File: src/rtl/order_queue.sv
// order_queue: first-word-fall-through FIFO for order tags.
//
// The head entry is always visible on outData with no read latency. A pop
// moves outData on to the next entry at the following clock edge.
//
// Ports
//   clock     rising-edge clock
//   reset     asynchronous, active-high; discards all queued entries
//   inData    tag to push
//   new_data  push request; ignored while full
//   out_data  pop request; ignored while empty
//   outData   head entry, or 0 while empty
//   full      DEPTH entries stored
//   empty     no entries stored
module order_queue #(
  parameter int WIDTH        = 5,
  parameter int DEPTH        = 32,
  parameter int ADDRESSWIDTH = 6
) (
  input  logic             clock,
  input  logic             reset,
  input  logic [WIDTH-1:0] inData,
  input  logic             new_data,
  input  logic             out_data,
  output logic [WIDTH-1:0] outData,
  output logic             full,
  output logic             empty
);

  localparam int IDX_W = ADDRESSWIDTH - 1;

  logic [WIDTH-1:0]        mem_q [DEPTH];
  logic [ADDRESSWIDTH-1:0] wr_ptr_q, wr_ptr_d;
  logic [ADDRESSWIDTH-1:0] rd_ptr_q, rd_ptr_d;
  logic                    push, pop;

  // Pointers carry one extra wrap bit. Equal pointers mean empty. Equal
  // index bits with different wrap bits mean the writer is a full lap ahead.
  always_comb begin
    empty = (wr_ptr_q == rd_ptr_q);
    full  = (wr_ptr_q[IDX_W-1:0] == rd_ptr_q[IDX_W-1:0]) &&
            (wr_ptr_q[IDX_W] != rd_ptr_q[IDX_W]);
  end

  // The flags gate both requests. A push and a pop on an empty queue therefore
  // store the entry without popping it, and on a full queue they pop only.
  always_comb begin
    push     = new_data && !full;
    pop      = out_data && !empty;
    wr_ptr_d = wr_ptr_q;
    rd_ptr_d = rd_ptr_q;
    if (push) wr_ptr_d = wr_ptr_q + ADDRESSWIDTH'(1);
    if (pop)  rd_ptr_d = rd_ptr_q + ADDRESSWIDTH'(1);
  end

  always_ff @(posedge clock or posedge reset) begin
    if (reset) begin
      wr_ptr_q <= '0;
      rd_ptr_q <= '0;
    end else begin
      wr_ptr_q <= wr_ptr_d;
      rd_ptr_q <= rd_ptr_d;
    end
  end

  // Storage is not reset. Stale contents are never visible, because outData is
  // forced to 0 while empty.
  always_ff @(posedge clock) begin
    if (push) mem_q[wr_ptr_q[IDX_W-1:0]] <= inData;
  end

  always_comb begin
    outData = empty ? '0 : mem_q[rd_ptr_q[IDX_W-1:0]];
  end

endmodule

File: config.mk
export PLATFORM = sky130hd
export DESIGN_NAME = order_queue
export DESIGN_NICKNAME = d
export VERILOG_FILES = /design/src/rtl/order_queue.sv
export SDC_FILE = /design/constraint.sdc
export NUM_CORES = 1
export LEC_CHECK = 0
export CAP_MARGIN = 20
export CORE_MARGIN = 10
export CORE_UTILIZATION = 25
export DETAILED_ROUTE_END_ITERATION = 8
export GPL_TIMING_DRIVEN = 0
export PLACE_DENSITY = 0.46
export SLEW_MARGIN = 15
export SYNTH_ARGS = -nofsm -noshare
export SYNTH_HDL_FRONTEND = slang
export SYNTH_SLANG_ARGS = --single-unit
File: constraint.sdc
create_clock -name clock -period 2.6 [get_ports clock]
set_clock_uncertainty 0.15 [all_clocks]
set_input_delay 0.39 -clock clock [delete_from_list [all_inputs] [get_ports clock]]
set_output_delay 0.39 -clock clock [all_outputs]
set_load 0.1 [all_outputs]
[Yosys cells after proc, flatten, opt, wreduce, memory -nomap -nowiden]
Memory sizes are Yosys's and may differ from the RTL's.
Index checks and enable logic that the tools add are counted.
Word-level totals
  RAM bits: 160
  output and inout bits: 7
  register bits: 12
  memories kept: 1
Memory list
  mem_q: depth 32, width 5, rd ports 1, clocked after memory_dff 0, write ports 1, line 32  | logic [WIDTH-1:0] mem_q [DEPTH];
Operators by class
  multiplexer cells: 3
  add/sub/neg operators: 2
  equality and inequality tests: 3
  reductions and logical operators: 5
Operator list (count)
  adder 6 x 1 -> 6 bit, second input constant: 2
  == test 6 bit: 1
  == test 5 bit: 1
  two-way mux 5 bit: 1
  logical AND 1 bit: 3
  zero test 1 bit: 2
  two-way mux 1 bit: 2
  inequality test 1 bit: 1

[Longest topological paths before layout]
  depth in word-level cells: 6
  depth in mapped cells: 8
  mapped depth without buffers: 5

[Least setup slack after synthesis]
Ideal clock, no wire load.
  path kind: reg-to-output
  start point: register rd_ptr_q[0]
  end point: output port outData[1]
  setup slack: -654 ps
  data required time: 2060 ps
  buffers on the path: 4
  arrival time: 2714 ps
  cell stages (with the launch flop): 9
  cell sequence: dfrtp_1 > buf_6 > buf_12 > buf_12 > buf_12 > mux2i_1 > a221oi_1 > o21ai_1 > a211oi_2
Between the ends
  longest elaborated chain between the ends: 2
  elaborated cells on any way between the ends: 3
  classes of those cells: eq/ne: 1; mux: 1; memory: 1
RTL lines
  start, declared: line 34  | logic [ADDRESSWIDTH-1:0] rd_ptr_q, rd_ptr_d;
  start signal, assigned: line 62  | rd_ptr_q <= rd_ptr_d;
  memory read (32 x 5 bit) or == test 6 bit (tied branches)
  two-way mux 5 bit (*): line 73  | outData = empty ? '0 : mem_q[rd_ptr_q[IDX_W-1:0]];
  end, declared: line 25  | output logic [WIDTH-1:0] outData,
Mark *: on every way between the ends. The rest lies on a longest branch, timed or not.

[Worst setup path after layout]
Ends and elaborated chain as after synthesis.

==> results.md <==
- Critical Path Sink Type: output pin
- Flop2flop setup slack: 70 ps
- # rows: 61
- Routability cong.: 0.7441
- Drt drc: 0
- Chip height: 188.4 um
- Setup Crit Path Kind: reg -> out
- Crit-path cells: buf_12, buf_12, buf_12, mux2i_4, a221oi_4, o21ai_2, a211oi_4, buf_12
- Sequential fraction of the synthesis area: 72.05%
- CTS Hold Bufs: 0
- CP startpoint kind: flop
- Diodes inserted: 0
- Net Sw Power: 4.511 mW
- Status: complete, but fails checks
- CTS sink cnt: 172
- Register area: 5107 sq um
- Vias: 3717
- Final period util: 119.8%
- CTS tree: done
- CP max stage cell: dfrtp_2
- Most frequent cells in the layout: 160 x edfxtp_1, 27 x mux2i_1, 21 x mux4_2, 20 x buf_4, 18 x nor2_2
- Peak VDD IR: 476.0 uV
- FILL cells: 2659
- Clock Tree Root: clkbuf_16
- Layout Cells excl Fill: 845
- Syn_nets: 409
- Die area: 35480 sq um
- Dpl hpwl: 11370 um
- Final min period: 3115 ps
- Netlist cell types: 40
- Slew Limit Fails: 0
- Layout cell share with drive strength beyond 1: 40.69%
- Clk slew on worst S/H paths: 70 ps
- Largest net degree at the start of global routing: 33
- Tightest Pin Transition: 718.5 ps
- Unrepaired setup endpoints after global routing: true
- Worst EP arrival: 2570 ps
- Most common cell after layout, fill and taps aside: edfxtp_1
- GRT Total Usage: 9.964%
- Fin. Hold Viols: 0
- R2R Path Start: rd_ptr_q[0]$_DFFE_PP0P_
- Combinational power share: 47.3%
- Initial antenna violation count: 0
- CP Max Fanout: 6
- ANT nets after route: 0
- First DRT Iteration DRCs: 253
- Clock power frac: 23.1%
- Mapped Area: 7086 sq um
- Final WL: 17290 um
- P_leak: 3.017 nW
- Core ar.: 27860 sq um
- Required @ worst endpoint: 2060 ps
- Clk_lat worst skew: 430 ps
- Setup violations, final: 6
- Fmax achieved: 0.3211 GHz
- Area occupied by multi-input gates: 2347 sq um
- Drt wl/cell: 20.46 um
- Max-cap violations: 0
- Global route total overflow: 0
- IO buf count: 15
- Hold Path Class: in -> async
- Number of global-route vias before repair: 4007
- Chip width: 188.4 um
- Max-slew headroom: 51.95%
- Max H-tree Level: 4
- Ports: 16
- Cell count after placement: 790
- Avg Inst Size Synth: 17.94 sq um
- Post-Syn Instances: 395
- Yosys warnings: 0
- Failing checks: setup timing
- Sw frac: 38.87%
- PD cells: 1253 nW/um^2
- Clk buf depth: 2
- Worst setup margin: -514.6 ps
- Sequential power share: 29.6%
- CTS Buf Count: 17
- Final nets: 468
- Vias/cell: 4.399
- TritonRoute pass-1 iters: 4
- Initial Utilization: 25.43%
- Critical path's largest stage delay: 460 ps
- Layout area overhead: 30.67%
- Int Pwr: 7.094 mW
- First-pass GRT wire length: 25920 um
- Worst setup startpoint: rd_ptr_q[0]$_DFFE_PP0P_
- Seq cells post-synth: 172
- Most common cell on crit path: buf_12
- Post-Route Utilization: 33.24%
==> area by class of cell <==
cell class,instances,share of cell area (%)
tap,378,5.108
timing repair buffer,42,5.527
clock buffer,21,5.081
buffer,17,1.865
clock inverter,11,1.703
multi-input combinational,199,25.35
sequential,172,55.16
inverter,5,0.2027
==> what timing repair did <==
| action | 4_1_cts | 5_1_grt |
|---|---|---|
| cloned | 1 | 0 |
| setup endpoints to repair | 152 | 71 |
| setup buffers | 18 | 8 |
| resized for setup | 145 | 55 |
| pin swaps | 12 | 9 |
==> critical path: cells and delay by family (launching register included) <==
family | cells | cell delay (ps)
compound gates | 3 | 820
buf+inv | 4 | 660
flops | 1 | 460
mux | 1 | 180
==> cells in the mapped netlist, drive strengths merged <==
| cell type | count | area, sq um |
|---|---|---|
| nor3 | 3 | 20.02 |
| mux2 | 1 | 11.26 |
| and2 | 1 | 6.260 |
| xor2 | 10 | 87.58 |
| nand3b | 3 | 22.52 |
| nand3 | 2 | 10.01 |
| clkbuf | 6 | 22.52 |
| mux4 | 25 | 581.8 |
| ha | 5 | 62.56 |
| a2111oi | 5 | 75.07 |
| inv | 4 | 15.01 |
| nand2 | 23 | 86.33 |
| o221ai | 5 | 43.79 |
| a211oi | 5 | 62.56 |
| a221oi | 5 | 43.79 |
| edfxtp | 160 | 4805 |
| nand4 | 2 | 12.51 |
| clkinv | 1 | 3.750 |
| or3 | 1 | 6.260 |
| and3 | 2 | 12.51 |
| nor2b | 2 | 12.51 |
| a21oi | 10 | 50.05 |
| o21ai | 6 | 30.02 |
| buf | 13 | 130.1 |
| o22ai | 5 | 31.28 |
| mux2i | 30 | 300.3 |
| nand2b | 1 | 6.260 |
| and3b | 1 | 8.760 |
| dfrtp | 12 | 300.3 |
| or3b | 1 | 8.760 |
| xnor2 | 6 | 52.55 |
| nor2 | 38 | 142.6 |
| a31oi | 1 | 21.27 |
==> through the flow <==
step	setup slack, ps	TNS (ps)	hold WS, ps	power, mW	cell area [sq um]
finish	-514.6	-2604	132.2	11.60	9259
global route	-591.8	-3107	156.6	12.08	9259
CTS	-595.8	-3098	134.7	11.38	9040
detailed placement	-1317	-18150	331.4	7.613	7779
global placement	-1344	-18260	330.9	7.595	7746
floorplan	-251.0	-1204	104.7	6.430	7123
==> layer usage <==
layer | wire length (um) | global-route usage, %
met2 | 8604 | 16.35
met4 | 350 | 3.541
met3 | 521 | 2.197
met1 | 7813 | 12.68
met5 | 0 | 0
==> flip-flops by register name (all words and copies together) (netlist names) <==
name      flops
mem_q       160
wr_ptr_q      6
rd_ptr_q      6
==> cell families (layout without fill, tap and decap cells) <==
logic type | after synthesis | after routing | synth area share, %
compound gates | 42 | 42 | 5.050
xor+xnor | 16 | 16 | 1.978
fa+ha+maj | 5 | 5 | 0.8829
buf+inv | 24 | 96 | 2.419
flops | 172 | 172 | 72.05
mux | 56 | 56 | 12.61
simple gates | 80 | 80 | 5.015
==> power groups by stage <==
| stage | logic, mW | clock network [mW] | registers, mW |
|---|---|---|---|
| finish | 5.49 | 2.68 | 3.44 |
| global route | 5.77 | 2.84 | 3.46 |
| CTS | 5.24 | 2.73 | 3.42 |
| detailed placement | 4.15 | 0 | 3.47 |
| global placement | 4.14 | 0 | 3.46 |
| floorplan | 3.01 | 0 | 3.42 |
==> worst paths after layout <==
path	cells past startpoint	end
max	8	outData[1]
min	2	wr_ptr_q[0]$_DFFE_PP0P_
max reg2reg	13	rd_ptr_q[4]$_DFFE_PP0P_
min reg2reg	1	rd_ptr_q[5]$_DFFE_PP0P_
max in group asynchronous	2	rd_ptr_q[1]$_DFFE_PP0P_
min in group clock	1	rd_ptr_q[5]$_DFFE_PP0P_
Power figures use the tool's default switching activity.
